### config.mk
export PLATFORM = sky130hd
export DESIGN_NAME = nibble_serial_adder
export DESIGN_NICKNAME = d
export VERILOG_FILES = /design/src/rtl/nsa_pkg.sv /design/src/rtl/rca.sv /design/src/rtl/nibble_serial_adder.sv
export SDC_FILE = /design/constraint.sdc
export NUM_CORES = 1
export LEC_CHECK = 0
export CAP_MARGIN = 20
export CORE_MARGIN = 4
export CORE_UTILIZATION = 32
export DETAILED_ROUTE_END_ITERATION = 7
export HOLD_SLACK_MARGIN = 0.03
export SLEW_MARGIN = 40
export SYNTH_ARGS = -nofsm -noshare
export SYNTH_HDL_FRONTEND = slang
export SYNTH_SLANG_ARGS = --single-unit
export TNS_END_PERCENT = 100
### constraint.sdc
create_clock -name clk -period 6.4 [get_ports clk]
set_clock_uncertainty 0.1 [all_clocks]
set_input_delay 1.28 -clock clk [delete_from_list [all_inputs] [get_ports clk]]
set_output_delay 1.28 -clock clk [all_outputs]
set_load 0.005 [all_outputs]
### src/rtl/nsa_pkg.sv
// Shared types and constants for the nibble-serial adder.
// Index-width helper keeps the counter at least one bit wide for a single-nibble build.
package nsa_pkg;

    typedef enum logic [1:0] {
        IDLE = 2'd0,
        RUN  = 2'd1,
        DONE = 2'd2
    } nsa_state_t;

    localparam int NIBBLE_W = 4;

    function automatic int nsa_idx_w(input int width);
        int nib;
        nib = width / NIBBLE_W;
        return (nib > 1) ? $clog2(nib) : 1;
    endfunction

endpackage

### src/rtl/rca.sv
// Existing 4-bit ripple-carry adder: sum = a + b + cin, cout = carry out of bit 3.
module rca (
    input  logic       cin,
    input  logic [3:0] a,
    input  logic [3:0] b,
    output logic [3:0] sum,
    output logic       cout
);

    logic [4:0] c;

    always_comb begin
        c    = '0;
        sum  = '0;
        c[0] = cin;
        for (int i = 0; i < 4; i++) begin
            sum[i]   = a[i] ^ b[i] ^ c[i];
            c[i + 1] = (a[i] & b[i]) | (c[i] & (a[i] ^ b[i]));
        end
    end

    assign cout = c[4];

endmodule

### src/rtl/nibble_serial_adder.sv
// Multi-cycle WIDTH-bit adder feeding one nibble per cycle through the shared 4-bit rca.
// Optional signed-overflow output enabled by defining OVERFLOW_FLAG_EN.
//
//   state | meaning
//   IDLE  | in_ready high, waiting for an operand handshake
//   RUN   | one nibble per cycle through rca, carry chained via a register
//   DONE  | result held with out_valid high until out_ready
module nibble_serial_adder
    import nsa_pkg::*;
#(
    parameter int WIDTH = 16
) (
    input  logic             clk,
    input  logic             rst_n,
    input  logic             in_valid,
    output logic             in_ready,
    input  logic [WIDTH-1:0] a,
    input  logic [WIDTH-1:0] b,
    input  logic             cin,
    output logic             out_valid,
    input  logic             out_ready,
    output logic [WIDTH-1:0] sum,
    output logic             cout
`ifdef OVERFLOW_FLAG_EN
    ,
    output logic             ovf
`endif
);

    localparam int NIB   = WIDTH / NIBBLE_W;
    localparam int IDX_W = nsa_idx_w(WIDTH);
    localparam logic [IDX_W-1:0] LAST_IDX = IDX_W'(NIB - 1);

    if ((WIDTH < NIBBLE_W) || ((WIDTH % NIBBLE_W) != 0)) begin : g_width_check
        $error("nibble_serial_adder: WIDTH must be a multiple of 4 and at least 4");
    end

    nsa_state_t          state;
    logic [WIDTH-1:0]    a_reg;
    logic [WIDTH-1:0]    b_reg;
    logic                carry;
    logic [IDX_W-1:0]    idx;
    logic [NIBBLE_W-1:0] sum_nib [NIB];

    logic [NIBBLE_W-1:0] a_nib [NIB];
    logic [NIBBLE_W-1:0] b_nib [NIB];
    logic [NIBBLE_W-1:0] rca_sum;
    logic                rca_cout;

    for (genvar g = 0; g < NIB; g++) begin : g_nib
        assign a_nib[g] = a_reg[g*NIBBLE_W +: NIBBLE_W];
        assign b_nib[g] = b_reg[g*NIBBLE_W +: NIBBLE_W];
        assign sum[g*NIBBLE_W +: NIBBLE_W] = sum_nib[g];
    end

    // cin is loaded into the carry register on accept, so nibble 0 needs no special case.
    rca u_rca (
        .cin  (carry),
        .a    (a_nib[idx]),
        .b    (b_nib[idx]),
        .sum  (rca_sum),
        .cout (rca_cout)
    );

    always_ff @(posedge clk or negedge rst_n) begin
        if (!rst_n) begin
            state     <= IDLE;
            in_ready  <= 1'b1;
            out_valid <= 1'b0;
            a_reg     <= '0;
            b_reg     <= '0;
            carry     <= 1'b0;
            idx       <= '0;
            cout      <= 1'b0;
            for (int i = 0; i < NIB; i++) sum_nib[i] <= '0;
`ifdef OVERFLOW_FLAG_EN
            ovf       <= 1'b0;
`endif
        end else begin
            case (state)
                IDLE: begin
                    if (in_valid && in_ready) begin
                        a_reg    <= a;
                        b_reg    <= b;
                        carry    <= cin;
                        idx      <= '0;
                        in_ready <= 1'b0;
                        state    <= RUN;
                    end
                end
                RUN: begin
                    sum_nib[idx] <= rca_sum;
                    carry        <= rca_cout;
                    if (idx == LAST_IDX) begin
                        idx       <= '0;
                        cout      <= rca_cout;
                        out_valid <= 1'b1;
                        state     <= DONE;
`ifdef OVERFLOW_FLAG_EN
                        ovf <= (a_reg[WIDTH-1] ~^ b_reg[WIDTH-1])
                             & (a_reg[WIDTH-1] ^ rca_sum[NIBBLE_W-1]);
`endif
                    end else begin
                        idx <= idx + IDX_W'(1);
                    end
                end
                DONE: begin
                    if (out_ready) begin
                        out_valid <= 1'b0;
                        in_ready  <= 1'b1;
                        state     <= IDLE;
                    end
                end
                default: begin
                    state     <= IDLE;
                    in_ready  <= 1'b1;
                    out_valid <= 1'b0;
                end
            endcase
        end
    end

endmodule
==> flow_metrics.tcl, run 1 <==
set metrics [dict create \
    synth_largest_type_area_fraction 0.525 \
    setup_total_negative_slack_ns 0 \
    min_from "sum[1]$_DFFE_PN0P_" \
    crit_chain "mux4_2 -> fa_1 -> inv_1 -> fa_1 -> inv_1 -> fa_1 -> inv_1 -> fa_1 -> o21ai_0" \
    post_synth_fa_ha_maj_area_fraction 0.0496 \
    synth_ff_type "sky130_fd_sc_hd__dfrtp_1" \
    period_share 0.517 \
    route.detailed.drc 0 \
    worst_setup_hold_path_clk_slew_ns 0.09 \
    power.ir.vdd_worst_mv 0.157 \
    layout.cells.non_filler 330 \
    ctsHoldBuffers 0 \
    achievable-frequency_mhz 302 \
    start_kind "register" \
    critical_path.slowest_cell "sky130_fd_sc_hd__dfrtp_1" \
    largest_delay_share_family_worst_path "adder cells" \
    clock_sink_count 56 \
    flop_to_flop_setup_slack_ns 3.09 \
    power_per_cell_area_nw_per_um2 443 \
    ctsResizeCount 0 \
    portion_of_netlist_area_occupied_by_mux_cells 0.276 \
    layout.nets 272 \
    cts_htree_levels 2 \
    hpwlAfterDp_um 3580 \
    maximum_number_of_pins_on_one_net_before_global_route_repair 57 \
    r2r.worst_path.cells 9 \
    wp_data_required_ns 6.52 \
    ys_warn_count 0 \
    setup.worst_path.end_class "register" \
    mappedNetlistNets 216 \
    post_synth_cell_types 25 \
    initial_antenna_violation_count 0 \
    r2r-start "idx[0]$_DFFE_PN0P_" \
    cts_made_buffers 5 \
    path_class "register to register" \
    post_synth_inst_count 171 \
    std_cell_rows 32 \
    io_buffer_count 55 \
    synth_area_in_compound_gates 0.0381 \
    initialDrtViolationCount 43 \
    period_minus_slack_ns 3.31 \
    cp_common_cell "sky130_fd_sc_hd__fa_1" \
    synth-xor-area-share 0 \
    edff_count_synth 0 \
    grt_pass1_vias 1558 \
    finalWeightedCongestion 0.718 \
    ant_nets 0 \
    synthesis.area_um2 2620 \
    cap_violations 0 \
    drive_above_1_share 0.272 \
    worst_hold_path.num_cells 2 \
    grt_setup_unrepaired "false" \
    pin_count 56 \
    placedCellCount 322 \
    fp.dieW_um 98.6 \
    arrival_ns 3.43 \
    ys_ff_latch 56 \
    die_y_um 98.6 \
    worst-slew-pin-transition_ns 0.698 \
    core_area_um2 7850 \
    dr_total_vias 1489 \
    detail_route.vias_per_cell 4.51 \
    hold_violations 0 \
    design.die.area_um2 9710 \
    yosys.cell_count.top_type "sky130_fd_sc_hd__dfrtp_1" \
    outcome "finished, final reports clean" \
    routed_wirelength_um 4840 \
    worst_skew_pair.late_latency_ns 0.30 \
    grt_pass1_wl_um 7940 \
    critical_path.max_stage_delay_ns 0.78 \
    cts_root_buffer "sky130_fd_sc_hd__clkbuf_8" \
    grt-ovfl-total 0 \
    number_of_fillers_in_the_final_layout 767 \
    firstDrtPassIters 4 \
    worstReg2RegEnd "sum[15]$_DFFE_PN0P_" \
    cts_tree "yes" \
    synth_top_family_by_area "multiplexers" \
    gr-usage-all-layers 0.103 \
    syn_avg_cell_area_um2 15.3 \
    post_cts_setup_buffer_count 0 \
    start_util 0.334 \
    area_delta_synth_final_pct 26.3 \
    n_antenna_cell 0 \
    yosysTopAreaCell "sky130_fd_sc_hd__dfrtp_1" \
    critPathMaxFanout 13 \
    timing.final.setup_violations 0 \
    maxSlewViolCount 0 \
    seq_area_frac_synth 0.535 \
    critical_path_buffers_and_inverters 3 \
    timing.hold.worst_endpoint "sum[1]$_DFFE_PN0P_" \
    synth_simple_gate_area_share 0.0510 \
    async_flop_share 1.00 \
    wl_per_cell_um 14.7 \
    ys_top_cells_by_area "sky130_fd_sc_hd__dfrtp_1, sky130_fd_sc_hd__mux2_4, sky130_fd_sc_hd__mux4_2, sky130_fd_sc_hd__mux2_2, sky130_fd_sc_hd__fa_1" \
    cts_max_path_buffers 2 \
    leakage_nw 1.43 \
    timing.slew.headroom 0.534 \
    timing.hold.worst.class "register to register" \
    commonest_cells_in_the_synthesized_netlist "sky130_fd_sc_hd__dfrtp_1, sky130_fd_sc_hd__mux2_4, sky130_fd_sc_hd__mux2_2" \
]
[logic make-up (layout without fill, tap and decap cells)]
family,count (synthesis),count (layout)
and+or+nand+nor,22,22
adders and majority gates,8,8
buffers and inverters,19,76
muxes,48,48
DFF,56,56
AOI/OAI and AO/OA,18,18
[layout by cell type (no fill, tap or decap)]
master / instances
sky130_fd_sc_hd__buf_2: 1
sky130_fd_sc_hd__mux2_4: 25
sky130_fd_sc_hd__buf_4: 2
sky130_fd_sc_hd__nand3b_1: 6
sky130_fd_sc_hd__nor2_1: 1
sky130_fd_sc_hd__dfrtp_1: 55
sky130_fd_sc_hd__nor4bb_4: 1
sky130_fd_sc_hd__nand2_1: 11
sky130_fd_sc_hd__o211ai_1: 1
sky130_fd_sc_hd__inv_1: 11
sky130_fd_sc_hd__nand2b_1: 2
sky130_fd_sc_hd__a21oi_1: 3
sky130_fd_sc_hd__mux2_2: 15
sky130_fd_sc_hd__clkinv_2: 2
sky130_fd_sc_hd__or2_2: 1
sky130_fd_sc_hd__o21bai_1: 1
sky130_fd_sc_hd__dfstp_2: 1
sky130_fd_sc_hd__ha_1: 4
sky130_fd_sc_hd__o22ai_1: 2
sky130_fd_sc_hd__fa_1: 4
sky130_fd_sc_hd__mux4_2: 8
sky130_fd_sc_hd__clkbuf_8: 6
sky130_fd_sc_hd__o31ai_1: 1
sky130_fd_sc_hd__o21ai_0: 10
sky130_fd_sc_hd__clkdlybuf4s50_1: 54
[per-stage QoR]
stage	worst slack [ns]	total power [mW]	area, um^2	util	hold WS [ns]
after floorplan	3.39	1.04	2620	-	0.373
after global placement	3.13	1.27	3220	0.410	0.365
after detailed placement	3.05	1.30	3220	0.410	0.375
after CTS	3.03	1.49	3310	0.422	0.398
after global routing	2.89	1.59	3310	0.422	0.417
final	3.09	1.47	3310	0.422	0.384
[cell type report]
type | instances | area [um^2] | share of cell area
flip-flops and latches | 56 | 1400 | 0.423
multi-input cells | 96 | 1090 | 0.329
repair buffers | 57 | 561 | 0.169
well taps | 102 | 128 | 0.0385
clock buffers | 6 | 82.6 | 0.0249
inverters | 11 | 41.3 | 0.0125
clock inverters | 2 | 10.0 | 0.00302
[tightest hold or removal path: cells and delay by family, from the launching register on]
| family | cells | cell delay, ns |
|---|---|---|
| flops | 1 | 0.35 |
| simple gates | 1 | 0.04 |
| compound gates | 1 | 0.05 |
[routing by layer]
metal	track usage	vias to the layer above	wire, um
met5	0	-	0
met4	0.0284	0	43
met3	0.0297	6	295
met2	0.160	41	2160
met1	0.141	734	2340
li1	-	708	-
[where the power goes]
part / switching (mW) / internal (mW) / leakage, nW / total, mW
Sequential: 0.119 / 0.512 / 0.692 / 0.631
Clock: 0.110 / 0.0867 / 0.0510 / 0.197
Combinational: 0.238 / 0.401 / 0.685 / 0.638
[how the worst max path moves through the flow]
stage                        from                   to  cells after the start
2_1_floorplan  idx[0]$_DFFE_PN0P_  sum[15]$_DFFE_PN0P_                     10
3_3_place_gp   idx[0]$_DFFE_PN0P_  sum[15]$_DFFE_PN0P_                      9
3_5_place_dp   idx[0]$_DFFE_PN0P_   sum[7]$_DFFE_PN0P_                      9
4_1_cts        idx[0]$_DFFE_PN0P_   sum[7]$_DFFE_PN0P_                      9
5_1_grt        idx[0]$_DFFE_PN0P_   sum[7]$_DFFE_PN0P_                      9
6_report       idx[0]$_DFFE_PN0P_  sum[15]$_DFFE_PN0P_                      9
Power figures use the tool's default switching activity.
==> run 2: changes to the inputs <==
- clock period: 6.4 -> 3.42 ns (I/O delays scaled with it)
==> flow_metrics.tcl, run 2 (synthesized netlist as in run 1, its figures left out) <==
set metrics [dict create \
    arrival_ns 3.00 \
    start_util 0.334 \
    cts_made_buffers 5 \
    grt_pass1_wl_um 8190 \
    number_of_fillers_in_the_final_layout 741 \
    critical_path.slowest_cell "sky130_fd_sc_hd__mux4_2" \
    period_minus_slack_ns 2.87 \
    ctsHoldBuffers 0 \
    grt_pass1_vias 1551 \
    finalWeightedCongestion 0.729 \
    wl_per_cell_um 15.0 \
    initial_antenna_violation_count 0 \
    post-route-worst-setup-slack_ns 0.548 \
    layout_common_cells "sky130_fd_sc_hd__dfrtp_1, sky130_fd_sc_hd__clkdlybuf4s50_1, sky130_fd_sc_hd__mux2_4, sky130_fd_sc_hd__mux2_2" \
    layout.cells.non_filler 333 \
    cp_common_cell "sky130_fd_sc_hd__fa_1" \
    drive_above_1_share 0.281 \
    layout.nets 275 \
    outcome "finished, final reports clean" \
    design.die.area_um2 9710 \
    wp_data_required_ns 3.55 \
    worst_setup_hold_path_clk_slew_ns 0.10 \
    ant_nets 0 \
    worst-slew-pin-transition_ns 0.590 \
    leakage_nw 1.45 \
    start_kind "register" \
    critPathMaxFanout 4 \
    worst_skew_pair.late_latency_ns 0.30 \
    r2r.worst_path.cells 9 \
    critical_path_buffers_and_inverters 3 \
    grt-ovfl-total 0 \
    cap_violations 0 \
    initialDrtViolationCount 73 \
    gr-usage-all-layers 0.107 \
    cts_max_path_buffers 2 \
    core_area_um2 7850 \
    setup_total_negative_slack_ns 0 \
    power.ir.vdd_worst_mv 0.285 \
    achievable-frequency_mhz 348 \
    pre_cts_slack_ns 0.521 \
    placedCellCount 325 \
    power_per_cell_area_nw_per_um2 844 \
    setup.worst_path.end_class "register" \
    maxSlewViolCount 0 \
    grt_setup_unrepaired "false" \
    area_delta_synth_final_pct 28.1 \
    dr_total_vias 1496 \
    n_antenna_cell 0 \
    fp.dieW_um 98.6 \
    routed_wirelength_um 4990 \
    critical_path.max_stage_delay_ns 0.54 \
    io_buffer_count 55 \
    detail_route.vias_per_cell 4.49 \
    clock_sink_count 56 \
    firstDrtPassIters 4 \
    die_y_um 98.6 \
    std_cell_rows 32 \
    post_cts_setup_buffer_count 0 \
    largest_delay_share_family_worst_path "adder cells" \
    crit_chain "mux4_2 -> fa_1 -> inv_1 -> fa_1 -> inv_1 -> fa_1 -> inv_1 -> fa_1 -> o21ai_0" \
    cts_tree "yes" \
    levels_on_crit_path 9 \
    mostFrequentLayoutCell "sky130_fd_sc_hd__dfrtp_1" \
    timing.final.setup_violations 0 \
    timing.hold.worst.class "primary input to asynchronous set/reset pin" \
    holdWs_ns 0.260 \
    timing.slew.headroom 0.606 \
    pin_count 56 \
    hold_violations 0 \
    path_class "register to register" \
    cts_root_buffer "sky130_fd_sc_hd__clkbuf_8" \
    hpwlAfterDp_um 3720 \
    cts_htree_levels 2 \
    ctsResizeCount 0 \
    period_share 0.840 \
    maximum_number_of_pins_on_one_net_before_global_route_repair 46 \
    route.detailed.drc 0 \
]
run 2: cell count changes in the layout (fill, tap and decap cells not counted):
cell and change:
sky130_fd_sc_hd__clkinvlp_4 +1, sky130_fd_sc_hd__inv_6 +1, sky130_fd_sc_hd__clkbuf_8 -1, sky130_fd_sc_hd__bufinv_16 +1, sky130_fd_sc_hd__clkinv_2 -2, sky130_fd_sc_hd__buf_2 -1, sky130_fd_sc_hd__buf_4 +4
run 2: per-layer routing:
metal  track usage  share of wire
met2         0.162           0.46
met4        0.0189              0
met3        0.0297          0.058
met1         0.155           0.48
met5             0              0
run 2: path summary, 6_finish.rpt:
check | slack [ns] | start | to
worst max-delay path | 0.55 | idx[0]$_DFFE_PN0P_ | sum[7]$_DFFE_PN0P_
worst min-delay path | 0.26 | rst_n | sum[0]$_DFFE_PN0P_
worst max register to register | 0.55 | idx[0]$_DFFE_PN0P_ | sum[7]$_DFFE_PN0P_
worst min register to register | 0.39 | sum[1]$_DFFE_PN0P_ | sum[1]$_DFFE_PN0P_
max in group asynchronous | 2.35 | rst_n | a_reg[7]$_DFFE_PN0P_
min in group clk | 0.39 | sum[1]$_DFFE_PN0P_ | sum[1]$_DFFE_PN0P_
run 2: power breakdown:
part           switching (mW)  leakage (nW)  internal, mW
registers               0.182         0.692         0.957
logic                   0.487         0.701         0.767
clock network           0.223        0.0548         0.221
run 2: final cells by class:
| class | count | area, um^2 | area share |
|---|---|---|---|
| Sequential cell | 56 | 1400 | 0.417 |
| Timing Repair Buffer | 60 | 586 | 0.174 |
| Clock buffer | 5 | 68.8 | 0.0205 |
| Tap cell | 102 | 128 | 0.0380 |
| Multi-Input combinational cell | 96 | 1090 | 0.324 |
| Inverter | 11 | 41.3 | 0.0123 |
| Clock inverter | 3 | 46.3 | 0.0138 |
run 2: stage by stage:
stage          total power [mW]  area [um^2]   util
3_5_place_dp               2.44         3250  0.414
2_1_floorplan              1.94         2620      -
5_1_grt                    3.07         3360  0.428
3_3_place_gp               2.41         3240  0.413
4_1_cts                    2.89         3360  0.428
6_report                   2.84         3360  0.428
==> run 3: changes to the inputs <==
- clock period: 3.42 -> 2.95 ns (I/O delays scaled with it)
==> flow_metrics.tcl, run 3 (synthesized netlist as in run 1, its figures left out) <==
set metrics [dict create \
    post-route-worst-setup-slack_ns 0.114 \
    critical_path.max_stage_delay_ns 0.53 \
    dr_total_vias 1494 \
    cap_violations 0 \
    power_per_cell_area_nw_per_um2 971 \
    design.die.area_um2 9710 \
    initial_antenna_violation_count 0 \
    start_kind "register" \
    std_cell_rows 32 \
    period_share 0.961 \
    netSwitchingPower_mw 1.05 \
    worst_skew_pair.late_latency_ns 0.31 \
    combinationalPowerShare 0.468 \
    grt_pass1_wl_um 8650 \
    period_minus_slack_ns 2.84 \
    met3WireLength_um 263 \
    ant_nets 0 \
    arrival_ns 2.96 \
    timing.hold.worst.class "primary input to asynchronous set/reset pin" \
    wire_length_on_met2_um 2350 \
    wl_per_cell_um 15.0 \
    cts_htree_levels 2 \
    routed_wirelength_um 5030 \
    layout.nets 278 \
    timing.final.setup_violations 0 \
    achievable-frequency_mhz 353 \
    hold_violations 0 \
    hpwlAfterDp_um 3800 \
    io_buffer_count 55 \
    grt-ovfl-total 0 \
    grt_pass1_vias 1724 \
    final_util 0.431 \
    finalWeightedCongestion 0.757 \
    route.layer.met1.wl_um 2340 \
    firstDrtPassIters 4 \
    clock_sink_count 56 \
    outcome "finished, final reports clean" \
    fp.dieW_um 98.6 \
    start_util 0.334 \
    path_class "register to register" \
    core_area_um2 7850 \
    sw_frac_of_total 0.318 \
    critical_path_buffers_and_inverters 3 \
    initialDrtViolationCount 17 \
    top_signal_layer_used "met4" \
    cts_root_buffer "sky130_fd_sc_hd__clkbuf_8" \
    mostFrequentLayoutCell "sky130_fd_sc_hd__dfrtp_1" \
    route.detailed.drc 0 \
    total_power_mw 3.28 \
    pwr-share-seq 0.398 \
    pre_cts_slack_ns 0.0335 \
    cts_max_path_buffers 2 \
    pin_count 56 \
    critical_path.slowest_cell "sky130_fd_sc_hd__mux4_2" \
    worst-slew-pin-transition_ns 0.474 \
    worst_setup_hold_path_clk_slew_ns 0.10 \
    maxSlewViolCount 0 \
    setup.worst_path.end_class "register" \
    timing.slew.headroom 0.684 \
    layout_common_cells "sky130_fd_sc_hd__dfrtp_1, sky130_fd_sc_hd__clkdlybuf4s50_1, sky130_fd_sc_hd__mux2_4, sky130_fd_sc_hd__mux2_2, sky130_fd_sc_hd__nand2_1" \
    cts_made_buffers 5 \
    detail_route.vias_per_cell 4.45 \
    gr-usage-all-layers 0.111 \
    pwr-share-clk 0.134 \
    critPathMaxFanout 4 \
    maximum_number_of_pins_on_one_net_before_global_route_repair 39 \
    wp_data_required_ns 3.08 \
    area_delta_synth_final_pct 28.9 \
    crit_chain "mux4_2 -> fa_1 -> inv_1 -> fa_1 -> inv_1 -> fa_2 -> inv_2 -> fa_2 -> o21ai_0" \
    die_y_um 98.6 \
    flop_to_flop_setup_slack_ns 0.11 \
    largest_delay_share_family_worst_path "adder cells" \
    internal-power_mw 2.24 \
    power.ir.vdd_worst_mv 0.331 \
    drive_above_1_share 0.303 \
    leakage_nw 1.45 \
    cts_tree "yes" \
    n_antenna_cell 0 \
]
run 3: path summary, 6_finish.rpt:
path / start / end / cells past startpoint
hold reg to reg: sum[5]$_DFFE_PN0P_ / sum[5]$_DFFE_PN0P_ / 2
setup reg to reg: idx[0]$_DFFE_PN0P_ / sum[11]$_DFFE_PN0P_ / 9
hold / removal: rst_n / b_reg[13]$_DFFE_PN0P_ / 1
max in group asynchronous: rst_n / a_reg[13]$_DFFE_PN0P_ / 2
min in group clk: sum[5]$_DFFE_PN0P_ / sum[5]$_DFFE_PN0P_ / 2
setup / recovery: idx[0]$_DFFE_PN0P_ / sum[11]$_DFFE_PN0P_ / 9
run 3: power groups by stage:
stage	combinational [mW]	clock, mW	sequential (mW)
finish	1.54	0.439	1.31
global route	1.71	0.480	1.36
CTS	1.51	0.449	1.32
detailed placement	1.50	0	1.33
global placement	1.47	0	1.33
floorplan	0.982	0	1.27
run 3: layout make-up:
type | count | area [um^2]
Multi-Input combinational cell | 96 | 1100
Inverter | 11 | 41.3
Sequential cell | 56 | 1400
Tap cell | 102 | 128
Fill cell | 763 | 4460
Clock inverter | 1 | 7.51
Timing Repair Buffer | 63 | 621
Clock buffer | 7 | 86.3
run 3: metal layers:
layer  global-route usage  up-vias
met2                0.184       45
met5                    0        -
met3               0.0262        9
li1                     -      722
met4               0.0357        0
met1                0.145      718
run 3: timing repair:
item | in CTS | in global routing
hold buffers | 0 | 0
pin swaps | 0 | 2
gates resized for setup | 0 | 7
setup buffers | 1 | 0
hold endpoints to repair | 0 | 0
setup endpoints to repair | 1 | 4
run 3: worst reg2reg max path: stages (launching register included):
cell and delay [ns]:
sky130_fd_sc_hd__dfrtp_1 0.42, sky130_fd_sc_hd__mux4_2 0.53, sky130_fd_sc_hd__fa_1 0.39, sky130_fd_sc_hd__inv_1 0.07, sky130_fd_sc_hd__fa_1 0.15, sky130_fd_sc_hd__inv_1 0.05
sky130_fd_sc_hd__fa_2 0.34, sky130_fd_sc_hd__inv_2 0.07, sky130_fd_sc_hd__fa_2 0.47, sky130_fd_sc_hd__o21ai_0 0.17
run 3: per-stage QoR:
stage               hold slack, ns  instances  instance area, um^2  setup TNS, ns
global placement             0.363        327                 3270              0
floorplan                    0.194        171                 2630              0
global route                 0.159        336                 3380      -0.000838
detailed placement           0.373        327                 3270              0
CTS                          0.143        336                 3370              0
finish                       0.134        336                 3380              0
